`src/rtl/car_collision_scan_pkg.sv`:
```
// Shared lane geometry and scan FSM encoding for the frog/car game blocks.
// Used by car_collision_scan and by the multi-car controller.
package car_collision_scan_pkg;
   localparam int c_POS_W          = 6;
   localparam int c_LANE_MAX_X     = 20;
   localparam int c_LANE_CAR_WIDTH = 2;
   localparam int c_NUM_CARS       = 10;
   localparam int c_IDX_WIDTH      = 4;

   typedef enum logic {
      IDLE = 1'b0,
      SCAN = 1'b1
   } state_t;
endpackage

```
`src/rtl/car_collision_scan_lane_overlap.sv`:
```
// Combinational overlap test of one car against the frog on a wrapping lane.
module lane_overlap
   import car_collision_scan_pkg::*;
#(
   parameter int c_MAX_X     = c_LANE_MAX_X,
   parameter int c_CAR_WIDTH = c_LANE_CAR_WIDTH
) (
   input  logic [c_POS_W-1:0] i_Car_X,
   input  logic [c_POS_W-1:0] i_Car_Y,
   input  logic [c_POS_W-1:0] i_Frog_X,
   input  logic [c_POS_W-1:0] i_Frog_Y,
   output logic               o_Overlap
);
   logic [6:0] w_Fx, w_Cx, w_Dist;

   assign w_Fx = {1'b0, i_Frog_X};
   assign w_Cx = {1'b0, i_Car_X};

   // Distance from car X forward to frog X, wrapping past c_MAX_X back to 0.
   assign w_Dist = (w_Fx >= w_Cx) ? (w_Fx - w_Cx)
                                  : (w_Fx + 7'(c_MAX_X + 1) - w_Cx);

   assign o_Overlap = (i_Car_Y == i_Frog_Y)
                    && (w_Fx <= 7'(c_MAX_X))
                    && (w_Cx <= 7'(c_MAX_X))
                    && (w_Dist < 7'(c_CAR_WIDTH));
endmodule

```
`src/rtl/car_collision_scan.sv`:
```
// Snapshots car and frog positions on i_Start and scans one car per clock for overlap.
// Optional macro CAR_COLLISION_EARLY_EXIT_EN ends the scan at the first overlapping car.
module car_collision_scan
   import car_collision_scan_pkg::*;
#(
   parameter int NUM_CARS    = c_NUM_CARS,
   parameter int c_MAX_X     = c_LANE_MAX_X,
   parameter int c_CAR_WIDTH = c_LANE_CAR_WIDTH,
   parameter int IDX_WIDTH   = c_IDX_WIDTH
) (
   input  logic                        i_Clk,
   input  logic                        i_Rst_L,
   input  logic                        i_Start,
   input  logic [NUM_CARS*c_POS_W-1:0] i_Car_X,
   input  logic [NUM_CARS*c_POS_W-1:0] i_Car_Y,
   input  logic [c_POS_W-1:0]          i_Frog_X,
   input  logic [c_POS_W-1:0]          i_Frog_Y,
   output logic                        o_Busy,
   output logic                        o_Done,
   output logic                        o_Collision,
   output logic [IDX_WIDTH-1:0]        o_Hit_Car,
   output logic [IDX_WIDTH-1:0]        o_Hit_Count
);
   localparam logic [IDX_WIDTH-1:0] c_LAST = IDX_WIDTH'(NUM_CARS - 1);

   state_t                      r_State;
   logic [NUM_CARS*c_POS_W-1:0] r_Car_X, r_Car_Y;
   logic [c_POS_W-1:0]          r_Frog_X, r_Frog_Y;
   logic [IDX_WIDTH-1:0]        r_Idx, r_Acc_Car, r_Acc_Cnt;
   logic                        r_Acc_Hit;

   logic [c_POS_W-1:0]   w_Sel_X, w_Sel_Y;
   logic                 w_Hit, w_End, w_Hit_Nxt;
   logic [IDX_WIDTH-1:0] w_Car_Nxt, w_Cnt_Nxt;

   assign w_Sel_X = r_Car_X[r_Idx*c_POS_W +: c_POS_W];
   assign w_Sel_Y = r_Car_Y[r_Idx*c_POS_W +: c_POS_W];

   lane_overlap #(
      .c_MAX_X     (c_MAX_X),
      .c_CAR_WIDTH (c_CAR_WIDTH)
   ) u_lane_overlap (
      .i_Car_X   (w_Sel_X),
      .i_Car_Y   (w_Sel_Y),
      .i_Frog_X  (r_Frog_X),
      .i_Frog_Y  (r_Frog_Y),
      .o_Overlap (w_Hit)
   );

   // Accumulator values including the car evaluated this edge; the count saturates.
   assign w_Hit_Nxt = r_Acc_Hit | w_Hit;
   assign w_Car_Nxt = (w_Hit && !r_Acc_Hit) ? r_Idx : r_Acc_Car;
   assign w_Cnt_Nxt = (w_Hit && (r_Acc_Cnt != '1)) ? r_Acc_Cnt + 1'b1 : r_Acc_Cnt;

`ifdef CAR_COLLISION_EARLY_EXIT_EN
   assign w_End = (r_Idx == c_LAST) || w_Hit;
`else
   assign w_End = (r_Idx == c_LAST);
`endif

   always_ff @(posedge i_Clk or negedge i_Rst_L) begin
      if (!i_Rst_L) begin
         r_State     <= IDLE;
         r_Car_X     <= '0;
         r_Car_Y     <= '0;
         r_Frog_X    <= '0;
         r_Frog_Y    <= '0;
         r_Idx       <= '0;
         r_Acc_Car   <= '0;
         r_Acc_Cnt   <= '0;
         r_Acc_Hit   <= 1'b0;
         o_Busy      <= 1'b0;
         o_Done      <= 1'b0;
         o_Collision <= 1'b0;
         o_Hit_Car   <= '0;
         o_Hit_Count <= '0;
      end else begin
         o_Done <= 1'b0;
         case (r_State)
            IDLE: begin
               if (i_Start) begin
                  r_Car_X   <= i_Car_X;
                  r_Car_Y   <= i_Car_Y;
                  r_Frog_X  <= i_Frog_X;
                  r_Frog_Y  <= i_Frog_Y;
                  r_Idx     <= '0;
                  r_Acc_Car <= '0;
                  r_Acc_Cnt <= '0;
                  r_Acc_Hit <= 1'b0;
                  o_Busy    <= 1'b1;
                  r_State   <= SCAN;
               end
            end
            SCAN: begin
               if (w_End) begin
                  o_Done      <= 1'b1;
                  o_Collision <= w_Hit_Nxt;
                  o_Hit_Car   <= w_Car_Nxt;
                  o_Hit_Count <= w_Cnt_Nxt;
                  o_Busy      <= 1'b0;
                  r_State     <= IDLE;
               end else begin
                  r_Acc_Hit <= w_Hit_Nxt;
                  r_Acc_Car <= w_Car_Nxt;
                  r_Acc_Cnt <= w_Cnt_Nxt;
                  r_Idx     <= r_Idx + 1'b1;
               end
            end
            default: r_State <= IDLE;
         endcase
      end
   end
endmodule
```
`config.mk`:
```
export PLATFORM = sky130hd
export DESIGN_NAME = car_collision_scan
export DESIGN_NICKNAME = d
export VERILOG_FILES = /design/src/rtl/car_collision_scan_pkg.sv /design/src/rtl/car_collision_scan_lane_overlap.sv /design/src/rtl/car_collision_scan.sv
export SDC_FILE = /design/constraint.sdc
export NUM_CORES = 1
export LEC_CHECK = 0
export BUFFER_PORTS_ARGS = -buffer_cell sky130_fd_sc_hd__buf_2
export CORE_ASPECT_RATIO = 2
export CORE_MARGIN = 10
export CORE_UTILIZATION = 40
export CTS_CLUSTER_SIZE = 28
export DETAILED_ROUTE_END_ITERATION = 6
export GPL_TIMING_DRIVEN = 0
export PLACE_DENSITY = 0.66
export SKIP_LAST_GASP = 1
export SLEW_MARGIN = 20
export SYNTH_ARGS = -nofsm -noshare
export SYNTH_HDL_FRONTEND = slang
export SYNTH_SLANG_ARGS = --single-unit
```
`constraint.sdc`:
```
create_clock -name i_Clk -period 5.4 [get_ports i_Clk]
set_input_delay 0.81 -clock i_Clk [delete_from_list [all_inputs] [get_ports i_Clk]]
set_output_delay 0.81 -clock i_Clk [all_outputs]
set_load 0.02 [all_outputs]
```
After elaboration in Yosys (flattened, before gate mapping)
Cells that the tools add are included.
{ "totals": {"ff_bits": 157, "input_bits": 135, "elab_cells": 65} }
{ "classes": {"add_sub_neg": 5, "multipliers": 1, "order_cmp": 4, "n_eq_ne": 6, "n_shift": 2, "mux": 21, "bitwise_logic": 2, "reduce_logical": 10} }
{ "op_table": {"columns": ["operator", "count"], "rows": [
  ["variable part select 60 x 8 -> 6 bit", 2],
  ["two-way mux 4 bit", 6],
  ["one-hot mux 4 bit (2 select lines)", 3],
  ["<= comparator 6 x 5 -> 1 bit (second input constant)", 2],
  ["adder 4 x 1 -> 4 bit (second input constant)", 2],
  ["two-way mux 1 bit", 8],
  ["AND reduction 2 bit", 4],
  ["adder 6 x 5 -> 7 bit (second input constant)", 1],
  ["< comparator 7 x 2 -> 1 bit (second input constant)", 1],
  ["two-way mux 7 bit", 1],
  ["subtractor 6 x 6 -> 7 bit", 1],
  ["subtractor 7 x 6 -> 7 bit", 1],
  ["equality test 6 bit", 1],
  [">= comparator 6 bit", 1],
  ["multiplier 4 x 2 -> 6 bit (second input constant)", 1],
  ["one-hot mux 1 bit (2 select lines)", 3],
  ["logical AND 1 bit", 5],
  ["equality test 4 bit (second input constant)", 1],
  ["inequality test 2 bit (second input constant)", 2],
  ["inequality test 4 bit (second input constant)", 1],
  ["inequality test 2 x 1 -> 1 bit (second input constant)", 1],
  ["zero test 1 bit", 1],
  ["NOT 1 bit", 1],
  ["OR 1 bit", 1]
]} }

Depth between registers and ports, before layout
Gate-level depths: netlist of run 1.
{ "logic_depth": {"word_depth": 10, "mapped_depth": 21, "ltp_nobuf": 17} }

Hierarchy
From an unflattened synthesis of run 1, not the netlist that was laid out.
{ "unflattened": {"hier_cells": 850, "area_unflattened_um2": 7742.4} }
{ "modules_own_cells": {"columns": ["mod", "n_inst", "cells_per_inst", "area_per_inst_um2", "seq_area_each_um2"], "rows": [
  ["car_collision_scan", 1, 763, 7071.8, 3928.8],
  ["lane_overlap", 1, 87, 670.6, 0.0]
]} }

Worst setup path before layout of run 1
OpenSTA, ideal clock, no wires.
{ "synth_timing": {"kind": "flip-flop to flip-flop", "startpoint": "register r_Idx[0]", "endpoint": "register r_Acc_Car[2]", "setup_ns": 0.124, "arrival_time_ns": 3.989, "slack_ns": 1.287, "stages_incl_launch_ff": 22, "synth_period_minus_slack_ns": 4.113, "path_cell_list": "dfrtp_1 buf_6 buf_6 mux4_2 a22oi_1 o21ai_0 inv_1 ha_1 inv_1 ha_1 inv_1 fa_1 xor2_1 o2111ai_1 a41o_1 nor4_1 nor2_1 and4b_1 buf_6 buf_12 a21oi_1 a211o_1"} }
{ "synth_between": {"elab_chain_len": 10} }
{ "synth_lines": {"columns": ["element", "line", "text"], "rows": [
  ["start: declaration", "car_collision_scan.sv:29", "logic [IDX_WIDTH-1:0] r_Idx, r_Acc_Car, r_Acc_Cnt;"],
  ["start signal: assignment", "car_collision_scan.sv:106", "r_Idx <= r_Idx + 1'b1;"],
  ["multiplier 4 x 2 -> 6 bit", "car_collision_scan.sv:36, car_collision_scan.sv:37", null],
  ["variable part select 60 x 8 -> 6 bit (on tied branches)", "car_collision_scan.sv:36, car_collision_scan.sv:37", null],
  ["subtractor 7 x 6 -> 7 bit (tied with other cells)", "car_collision_scan_lane_overlap.sv:21", ": (w_Fx + 7'(c_MAX_X + 1) - w_Cx);"],
  ["two-way mux 7 bit / logical AND 1 bit (equally long branches)", "car_collision_scan_lane_overlap.sv:20, car_collision_scan_lane_overlap.sv:24", null],
  ["< comparator 7 x 2 -> 1 bit / logical AND 1 bit (equally long branches)", "car_collision_scan_lane_overlap.sv:26, car_collision_scan_lane_overlap.sv:25", null],
  ["logical AND 1 bit", "car_collision_scan_lane_overlap.sv:26", "&& (w_Dist < 7'(c_CAR_WIDTH));"],
  ["logical AND 1 bit", "car_collision_scan.sv:52", "assign w_Car_Nxt = (w_Hit && !r_Acc_Hit) ? r_Idx : r_Acc_Car;"],
  ["two-way mux 4 bit", "car_collision_scan.sv:52", null],
  ["two-way mux 4 bit", "car_collision_scan.sv:95", "if (w_End) begin"],
  ["one-hot mux 4 bit (2 select lines)", "car_collision_scan.sv:79", "case (r_State)"],
  ["end signal: assignment", "car_collision_scan.sv:104", "r_Acc_Car <= w_Car_Nxt;"],
  ["end: declaration", "car_collision_scan.sv:29", null]
]} }
Several ways; a longest one is shown, not always the timed one. The select of a mux whose other input is x is not followed.
A chain may end at the register's enable or synchronous reset.

Final worst setup path of run 1
{ "layout_timing": {"startpoint": "register r_Idx[1]", "endpoint": "register r_Acc_Car[2]"} }
Same word-level chain as after synthesis.

==> results.cfg, run 1 <==
[status]
status = completed

[clock_tree]
cts_sinks = 157
cts_setup_buffers = 0
root_buffer = clkbuf_16
cts_tree = yes
clk_pin_slew_ns = 0.07
clk_path_buf_depth = 2
ctsResizeCount = 0
h-tree-depth = 4
insertion_delay_ns = 0.43
numCtsBuffers = 17
postCtsHoldBufs = 0

[sta]
rsz0062_at_grt = false
fin_skew_ns = 0.01050
slew_headroom_pct = 50.93
tightest_slew_ns = 0.7360
fmaxAchievable_mhz = 199.6
finalSetupViolCount = 0
setup_ws_ns = 0.3890
fin_crit_sh_pct = 92.80
whs_ns = 0.3969
fin_setup_tns_ns = 0
finalMaxSlewViolations = 0
post-route-min-period_ns = 5.011
hold_violations = 0

[global_route]
grt_pass1_vias = 6194
gr-total-overflow = 0
grt_pass1_wl_mm = 33.83
grt_max_degree = 95
grt_use_met2_pct = 32.26
busiest_layer = met2
use_met3_pct = 2.870
antenna_found_initial = 0
grt_use_total_pct = 16.92
gr-usage-met1_pct = 17.02

[final_layout]
drive_above_1_share_pct = 46.31
diodes = 0
final_cell_mix = 157 x dfrtp_1, 148 x buf_2, 132 x mux2_2, 31 x nand2_1, 24 x inv_1
final_common_cell = dfrtp_1
syn_to_final_growth_pct = 21.60
fin_nets = 929
num-fill-cells = 1873
fin_util_pct = 49.06
final_area_um2 = 9679
fin_cells = 1048

[placement]
dp_hpwl_mm = 17.04
dpl_cell_area_um2 = 9051
io_buffers = 145
place_ws_ns = 0.4114
finalWeightedCongestion = 0.9087
dp.cells = 1016

[floorplan]
start_util_pct = 40.35
pin_count = 146
dieArea_um2 = 26290
core_um2 = 19730
dieHeight_um = 219.5
placementRows = 73
die_w_um = 119.8

[routing]
wire_per_inst_um = 20.75
dr.pass1.iters = 4
drt-initial-drc-count = 233
via_count = 5522
drt-total-wl_mm = 21.75
viasPerCell = 5.269
drc = 0
ant_nets = 0

[yosys]
yosysWarnings = 0
synth-main-ff-cell = dfrtp_1
synth_fp_nets = 764
syn_inst = 608
synthAdderAreaFrac_pct = 3.584
syn_avg_cell_area_um2 = 13.09
synthMuxAreaShare_pct = 27.46
ys_ff_latch = 157
synth_edf_count = 0
ys_async_sr_fraction_pct = 100.0
synth_simple_gate_area_share_pct = 7.073
synthTopCellsByArea = dfrtp_1 49%, mux2_2 19%, mux4_2 5.9%, ha_1 2.8%, mux2i_1 2.5%
synth_top_family_by_area = multiplexers
synth_xor_xnor_area_share_pct = 0.6602
synth_area_leader_cell = dfrtp_1
synth_compound_area_share_pct = 7.356
synth_cell_types = 67
ys_seq_area_share_pct = 49.36
synth_area_um2 = 7960
synth_top_area_share_pct = 49.36

[critical_path]
worst_path_max_delay_cell = nor4_1
cp_data_arrival_time_ns = 5.33
cp_cell_sequence = buf_2, buf_2, mux4_2, a22oi_1, o21ai_0, inv_1, ha_1, inv_1, ha_1, inv_1, fa_1, xor2_1, o2111ai_1, a41o_1, nor4_1, nor2_1, and4b_1, buf_6, buf_12, a21oi_1, a211o_1
cp_top_family = buffers and inverters
cpPeakStageDelay_ns = 0.52
path_max_fanout = 10
worst-setup-path-type = flop to flop
cp_num_buf_inv = 7
path_common_cell = inv_1
required_ns = 5.72
crit_path_end_kind = flop
startpoint_type = flop

[power_and_ir_drop]
cellLeakagePower_nw = 4.326
peakVddDrop_mv = 0.3146
powerDensity_nw_per_um2 = 678.2
finalPower_mw = 6.565

[worst_hold_path]
min_path_type = primary input to async pin

[job]
maxCapViolCount = 0
==> power by group <==
part | leakage [nW] | switching, mW | internal [mW]
sequential | 1.89 | 0.337 | 1.75
clock | 0.299 | 0.503 | 0.767
combinational | 2.14 | 1.58 | 1.63
total | 4.33 | 2.42 | 4.14
==> sequential cells by signal, summed over array words and instances, names as in the netlist <==
signal       count
r_Car_X         60
r_Car_Y         60
r_Frog_X         6
r_Frog_Y         6
o_Hit_Car        4
o_Hit_Count      4
r_Acc_Car        4
r_Acc_Cnt        4
r_Idx            4
o_Busy           1
o_Collision      1
o_Done           1
r_Acc_Hit        1
r_State          1
==> cell usage after synthesis, drive strengths merged, types with 2 or more instances <==
| cell type | instances |
|---|---|
| a211o | 2 |
| a21boi | 2 |
| a21o | 6 |
| a21oi | 10 |
| a22oi | 7 |
| a31oi | 5 |
| a41o | 4 |
| and2 | 4 |
| and3 | 4 |
| buf | 20 |
| clkbuf | 17 |
| dfrtp | 157 |
| fa | 3 |
| ha | 18 |
| inv | 24 |
| mux2 | 132 |
| mux2i | 20 |
| mux4 | 22 |
| nand2 | 31 |
| nand2b | 2 |
| nand3 | 7 |
| nand3b | 2 |
| nor2 | 13 |
| nor2b | 8 |
| nor3 | 16 |
| nor4 | 4 |
| nor4b | 2 |
| o211ai | 5 |
| o21a | 3 |
| o21ai | 23 |
| o21bai | 2 |
| o22a | 3 |
| o22ai | 2 |
| or2 | 2 |
| or2b | 2 |
| or4 | 3 |
| xnor2 | 3 |
| xor2 | 3 |
==> cell families after synthesis <==
| logic type | after synthesis |
|---|---|
| AOI/OAI and AO/OA | 82 |
| xor gates and xnor gates | 6 |
| adders and majority gates | 21 |
| buffers and inverters | 61 |
| DFF | 157 |
| muxes | 174 |
| and+or+nand+nor | 107 |
==> final timing paths <==
check	start	to	slack [ns]	cells past startpoint
setup reg to reg	r_Idx[1]	r_Acc_Car[2]	0.39	21
min in group i_Clk	o_Collision	o_Collision	0.47	2
setup / recovery	r_Idx[1]	r_Acc_Car[2]	0.39	21
hold / removal	i_Rst_L	r_Car_Y[16]	0.40	1
hold reg to reg	o_Collision	o_Collision	0.47	2
max in group asynchronous	i_Rst_L	r_Car_X[21]	4.22	2
==> area by class of cell <==
type,count,area [um2],area share (%)
plain buffers,37,269.0,2.779
clock buffers,20,466.7,4.822
clock inverters,12,161.4,1.668
inverters,24,90.09,0.9307
multi-input cells,390,3672,37.94
flip-flops and latches,157,3929,40.59
well taps,262,327.8,3.387
repair buffers,146,763.2,7.885
==> routing by layer <==
metal | vias to the layer above | part of all wire [%]
met5 | - | 0
li1 | 2542 | -
met2 | 125 | 58
met1 | 2811 | 36
met3 | 44 | 2.7
met4 | 0 | 3.5
(Power assumes the default switching activity.)
==> run 2, diff against run 1 <==
REMOVE_ABC_BUFFERS = 1   (was not set)
==> results.cfg, run 2 (same netlist as run 1, synthesis figures left out) <==
[critical_path]
cp_data_arrival_time_ns = 5.30
path_max_fanout = 22
crit_path_end_kind = flop
rr_startpoint = r_Idx[1]
r2r_end = o_Hit_Car[2]
startpoint_type = flop
r2r_setup_slack_ns = 0.43
worst-setup-path-type = flop to flop
required_ns = 5.73
reg2reg_depth = 17

[clock_tree]
clk_pin_slew_ns = 0.07
root_buffer = clkbuf_16
numCtsBuffers = 17
cts_tree = yes
clk_path_buf_depth = 2
cts_setup_buffers = 0
h-tree-depth = 4
postCtsHoldBufs = 0
cts_sinks = 157
insertion_delay_ns = 0.43

[power_and_ir_drop]
p_int_mw = 4.020
p_switching_mw = 2.260
p_comb_share_pct = 47.3
cellLeakagePower_nw = 4.253
seqPwrFrac_pct = 34.1
powerDensity_nw_per_um2 = 655.6
peakVddDrop_mv = 0.3350
clock_power_share_pct = 18.6
swShare_pct = 35.99

[global_route]
grt_pass1_vias = 5826
grt_use_total_pct = 15.01
grt_pass1_wl_mm = 30.70
antenna_found_initial = 2
grt_max_degree = 84
gr-total-overflow = 0

[routing]
drc = 0
drt-initial-drc-count = 157
ant_nets = 0
via_count = 5283
drt-total-wl_mm = 19.15
wire_per_inst_um = 18.76
dr.pass1.iters = 4
viasPerCell = 5.174

[final_layout]
final_cell_mix = 155 x dfrtp_1, 144 x buf_2, 132 x mux2_2, 31 x nand2_1, 24 x inv_1
fin_nets = 900
largestRegisters = r_Car_X x60, r_Car_Y x60
num-fill-cells = 1884
final_common_cell = dfrtp_1
syn_to_final_growth_pct = 20.34
fin_util_pct = 48.55
drive_above_1_share_pct = 47.03

[floorplan]
placementRows = 73
core_um2 = 19730
dieHeight_um = 219.5
die_w_um = 119.8
start_util_pct = 40.35
pin_count = 146
dieArea_um2 = 26290

[status]
status = completed

[placement]
dp_hpwl_mm = 14.59
io_buffers = 145
finalWeightedCongestion = 0.7835

[sta]
rsz0062_at_grt = false
whs_ns = 0.3360
finalSetupViolCount = 0
finalMaxSlewViolations = 0
tightest_slew_ns = 0.7493
fin_crit_sh_pct = 92.01
fmaxAchievable_mhz = 201.3
slew_headroom_pct = 49.94
post-route-min-period_ns = 4.968
fin_skew_ns = 0.01043
hold_violations = 0

[worst_hold_path]
min_path_type = primary input to async pin

[job]
maxCapViolCount = 0
==> run 2: cell count changes in the layout (fill, tap and decap cells not counted), sizes merged <==
| cell | before | now |
|---|---|---|
| buf | 166 | 154 |
| bufinv | 3 | 2 |
| clkbuf | 37 | 20 |
| clkinvlp | 3 | 5 |
| diode | 0 | 2 |
| inv | 25 | 24 |
==> run 2: layout make-up <==
class	instances	area, um2	share of cell area (%)
Antenna cell	2	5.005	0.05225
Multi-Input combinational cell	390	3692	38.54
Inverter	24	90.09	0.9404
Sequential cell	157	3934	41.07
Clock buffer	20	446.7	4.663
Timing Repair Buffer	154	960.9	10.03
Clock inverter	12	122.6	1.280
Tap cell	262	327.8	3.422
==> run 2: what timing repair did <==
| item | CTS | global route |
|---|---|---|
| gates resized for setup | 2 | 2 |
| cloned | 0 | 0 |
| setup endpoints to repair | 4 | 5 |
| hold endpoints to repair | 0 | 0 |
==> run 2: worst max-delay path: stages, from the launching register on <==
cell and delay [ns]:
dfrtp_2 0.52, buf_12 0.21, or3b_1 0.68, o21ai_1 0.39, inv_1 0.14, ha_1 0.30
inv_1 0.06, ha_1 0.16, inv_1 0.06, fa_1 0.41, xor2_1 0.15, o2111ai_1 0.13
a41o_1 0.23, nor4_1 0.30, nor2_1 0.08, and4b_2 0.51, nand2_1 0.23, a31o_2 0.29
==> run 2: stage by stage <==
step           std cells  cell area (um2)  power, mW  setup WS [ns]  setup TNS, ns
2_1_floorplan        571             7691      4.371         -2.954        -334.47
3_3_place_gp         978             8745      5.126         -7.149        -838.90
3_5_place_dp         987             8992      5.181       -0.07782       -0.08633
4_1_cts             1019             9568      6.372         0.2039              0
5_1_grt             1021             9579      6.771         0.1318              0
6_report            1021             9579      6.280         0.4316              0
==> run 2: power groups by stage <==
stage / registers [mW] / clock network [mW] / logic, mW
after floorplan: 2.11 / 0 / 2.26
after global placement: 2.23 / 0 / 2.90
after detailed placement: 2.17 / 0 / 3.01
after CTS: 2.15 / 1.20 / 3.02
after global routing: 2.23 / 1.25 / 3.29
final: 2.14 / 1.17 / 2.97
==> run 2: how the worst max path moves through the flow <==
stage	from	to	slack, ns	cells after the start
finish	r_Idx[1]	o_Hit_Car[2]	0.43	17
global route	r_Idx[3]	o_Hit_Car[2]	0.13	16
CTS	r_Idx[1]	o_Hit_Car[2]	0.20	17
detailed placement	r_Idx[1]	r_Acc_Cnt[1]	-0.08	17
global placement	i_Start	r_Acc_Cnt[1]	-7.15	6
floorplan	i_Start	r_Acc_Cnt[1]	-2.95	5
==> run 2: per-layer routing <==
metal  vias to the layer above  GRT usage, %  wire length [um]
li1                       2497             -                 -
met1                      2659         15.03              6839
met2                       110         28.39             11150
met3                        17         3.690               733
met4                         0         6.589               435
met5                         -             0                 0
==> run 3, diff against run 2 <==
CORE_ASPECT_RATIO = not set   (was 2)
==> results.cfg, run 3 (same netlist as run 1, synthesis figures left out) <==
[status]
status = completed

[global_route]
gr-total-overflow = 0
grt_use_total_pct = 14.51
antenna_found_initial = 5
grt_max_degree = 81
grt_pass1_wl_mm = 30.54
grt_pass1_vias = 5893

[clock_tree]
cts_setup_buffers = 0
ctsResizeCount = 2
numCtsBuffers = 17
cts_tree = yes
clk_path_buf_depth = 2
clk_pin_slew_ns = 0.07
h-tree-depth = 4
cts_sinks = 157
postCtsHoldBufs = 0
root_buffer = clkbuf_16
insertion_delay_ns = 0.42

[floorplan]
dieHeight_um = 161.1
placementRows = 51
dieArea_um2 = 25940
die_w_um = 161.1
start_util_pct = 40.77
core_um2 = 19530
pin_count = 146

[routing]
wire_per_inst_um = 18.03
via_count = 5236
dr.pass1.iters = 4
drt-total-wl_mm = 18.48
viasPerCell = 5.108
drc = 0
drt-initial-drc-count = 225
ant_nets = 0

[sta]
post-route-min-period_ns = 4.988
fin_crit_sh_pct = 92.37
slew_headroom_pct = 50.17
tightest_slew_ns = 0.7448
rsz0062_at_grt = false
fmaxAchievable_mhz = 200.5
finalMaxSlewViolations = 0
hold_violations = 0
fin_skew_ns = 0.009010
whs_ns = 0.3613
finalSetupViolCount = 0

[critical_path]
path_max_fanout = 19
cp_data_arrival_time_ns = 5.30
crit_path_end_kind = flop
path_common_cell = inv_1
worst_path_max_delay_cell = or3b_2
worst-setup-path-type = flop to flop
cpPeakStageDelay_ns = 0.68
required_ns = 5.71
cp_cell_sequence = buf_16, or3b_2, o21ai_1, inv_1, ha_1, inv_1, ha_1, inv_1, fa_1, xor2_1, o2111ai_1, a41o_1, nor4_1, nor2_1, and4b_4, nand2_1, a31o_2
startpoint_type = flop
r2r_setup_slack_ns = 0.41

[placement]
dp_hpwl_mm = 13.75
finalWeightedCongestion = 0.8423
io_buffers = 145
dp.cells = 990

[final_layout]
drive_above_1_share_pct = 47.42
syn_to_final_growth_pct = 21.02
num-fill-cells = 1797
final_common_cell = dfrtp_1
largestRegisters = r_Car_X x60, r_Car_Y x60
fin_cells = 1025
fin_util_pct = 49.33
fin_nets = 900
final_cell_mix = 155 x dfrtp_1, 144 x buf_2, 132 x mux2_2, 31 x nand2_1, 24 x inv_1

[power_and_ir_drop]
finalPower_mw = 6.351
powerDensity_nw_per_um2 = 659.3
cellLeakagePower_nw = 4.283
peakVddDrop_mv = 0.2424

[worst_hold_path]
min_path_type = primary input to async pin

[job]
maxCapViolCount = 0
## run 3: cell count changes in the layout (fill, tap and decap cells not counted), sizes merged
cell,previous run,this run
clkinv,5,4
inv,24,30
clkbuf,20,19
clkinvlp,5,1
diode,2,3
## run 3: routing by layer
metal  GRT usage (%)  routed length [um]  vias to the layer above
met1           18.40                8540                     2610
met2           23.42                8709                      102
met5               0                  38                        -
met4           3.515                 165                        4
met3           4.855                1029                       15
li1                -                   -                     2505
## run 3: cell type report
type	count	area, um2	area share, %
diodes	3	7.507	0.07793
inverters	24	90.09	0.9352
repair buffers	154	975.9	10.13
multi-input cells	390	3697	38.38
flip-flops and latches	157	3934	40.84
clock inverters	13	153.9	1.598
clock buffers	19	442.9	4.598
well taps	265	331.6	3.442
## run 3: per-stage QoR
| step | instance area, um2 | setup WS, ns | TNS (ns) |
|---|---|---|---|
| 4_1_cts | 9614 | 0.1101 | 0 |
| 3_3_place_gp | 8748 | -7.396 | -874.40 |
| 2_1_floorplan | 7691 | -2.954 | -334.47 |
| 5_1_grt | 9625 | 0.08219 | 0 |
| 6_report | 9633 | 0.4122 | 0 |
| 3_5_place_dp | 9011 | -0.2532 | -1.186 |
## run 3: worst max-delay path: cells and delay by family (launching register included)
family / cells / cell delay (ns)
AO/OA/AOI/OAI: 4 / 1.02
XOR/XNOR: 1 / 0.16
adder cells (fa/ha/maj): 3 / 0.86
buffers and inverters: 4 / 0.51
flip-flops: 1 / 0.58
AND/OR/NAND/NOR: 5 / 1.72
## run 3: path summary, 6_finish.rpt
| check | from | to | depth (start not counted) |
|---|---|---|---|
| hold reg to reg | o_Busy | o_Busy | 1 |
| setup reg to reg | r_Idx[1] | o_Hit_Car[2] | 17 |
| max in group asynchronous | i_Rst_L | r_Idx[0] | 2 |
| setup / recovery | r_Idx[1] | o_Hit_Car[2] | 17 |
| hold / removal | i_Rst_L | r_Car_X[47] | 1 |
| min in group i_Clk | o_Busy | o_Busy | 1 |
## run 3: power breakdown
| group | total, mW | internal (mW) | leakage [nW] | switching, mW |
|---|---|---|---|---|
| clock | 1.22 | 0.706 | 0.291 | 0.517 |
| sequential | 2.14 | 1.75 | 1.89 | 0.393 |
| combinational | 2.99 | 1.60 | 2.10 | 1.39 |
| total | 6.35 | 4.05 | 4.28 | 2.30 |
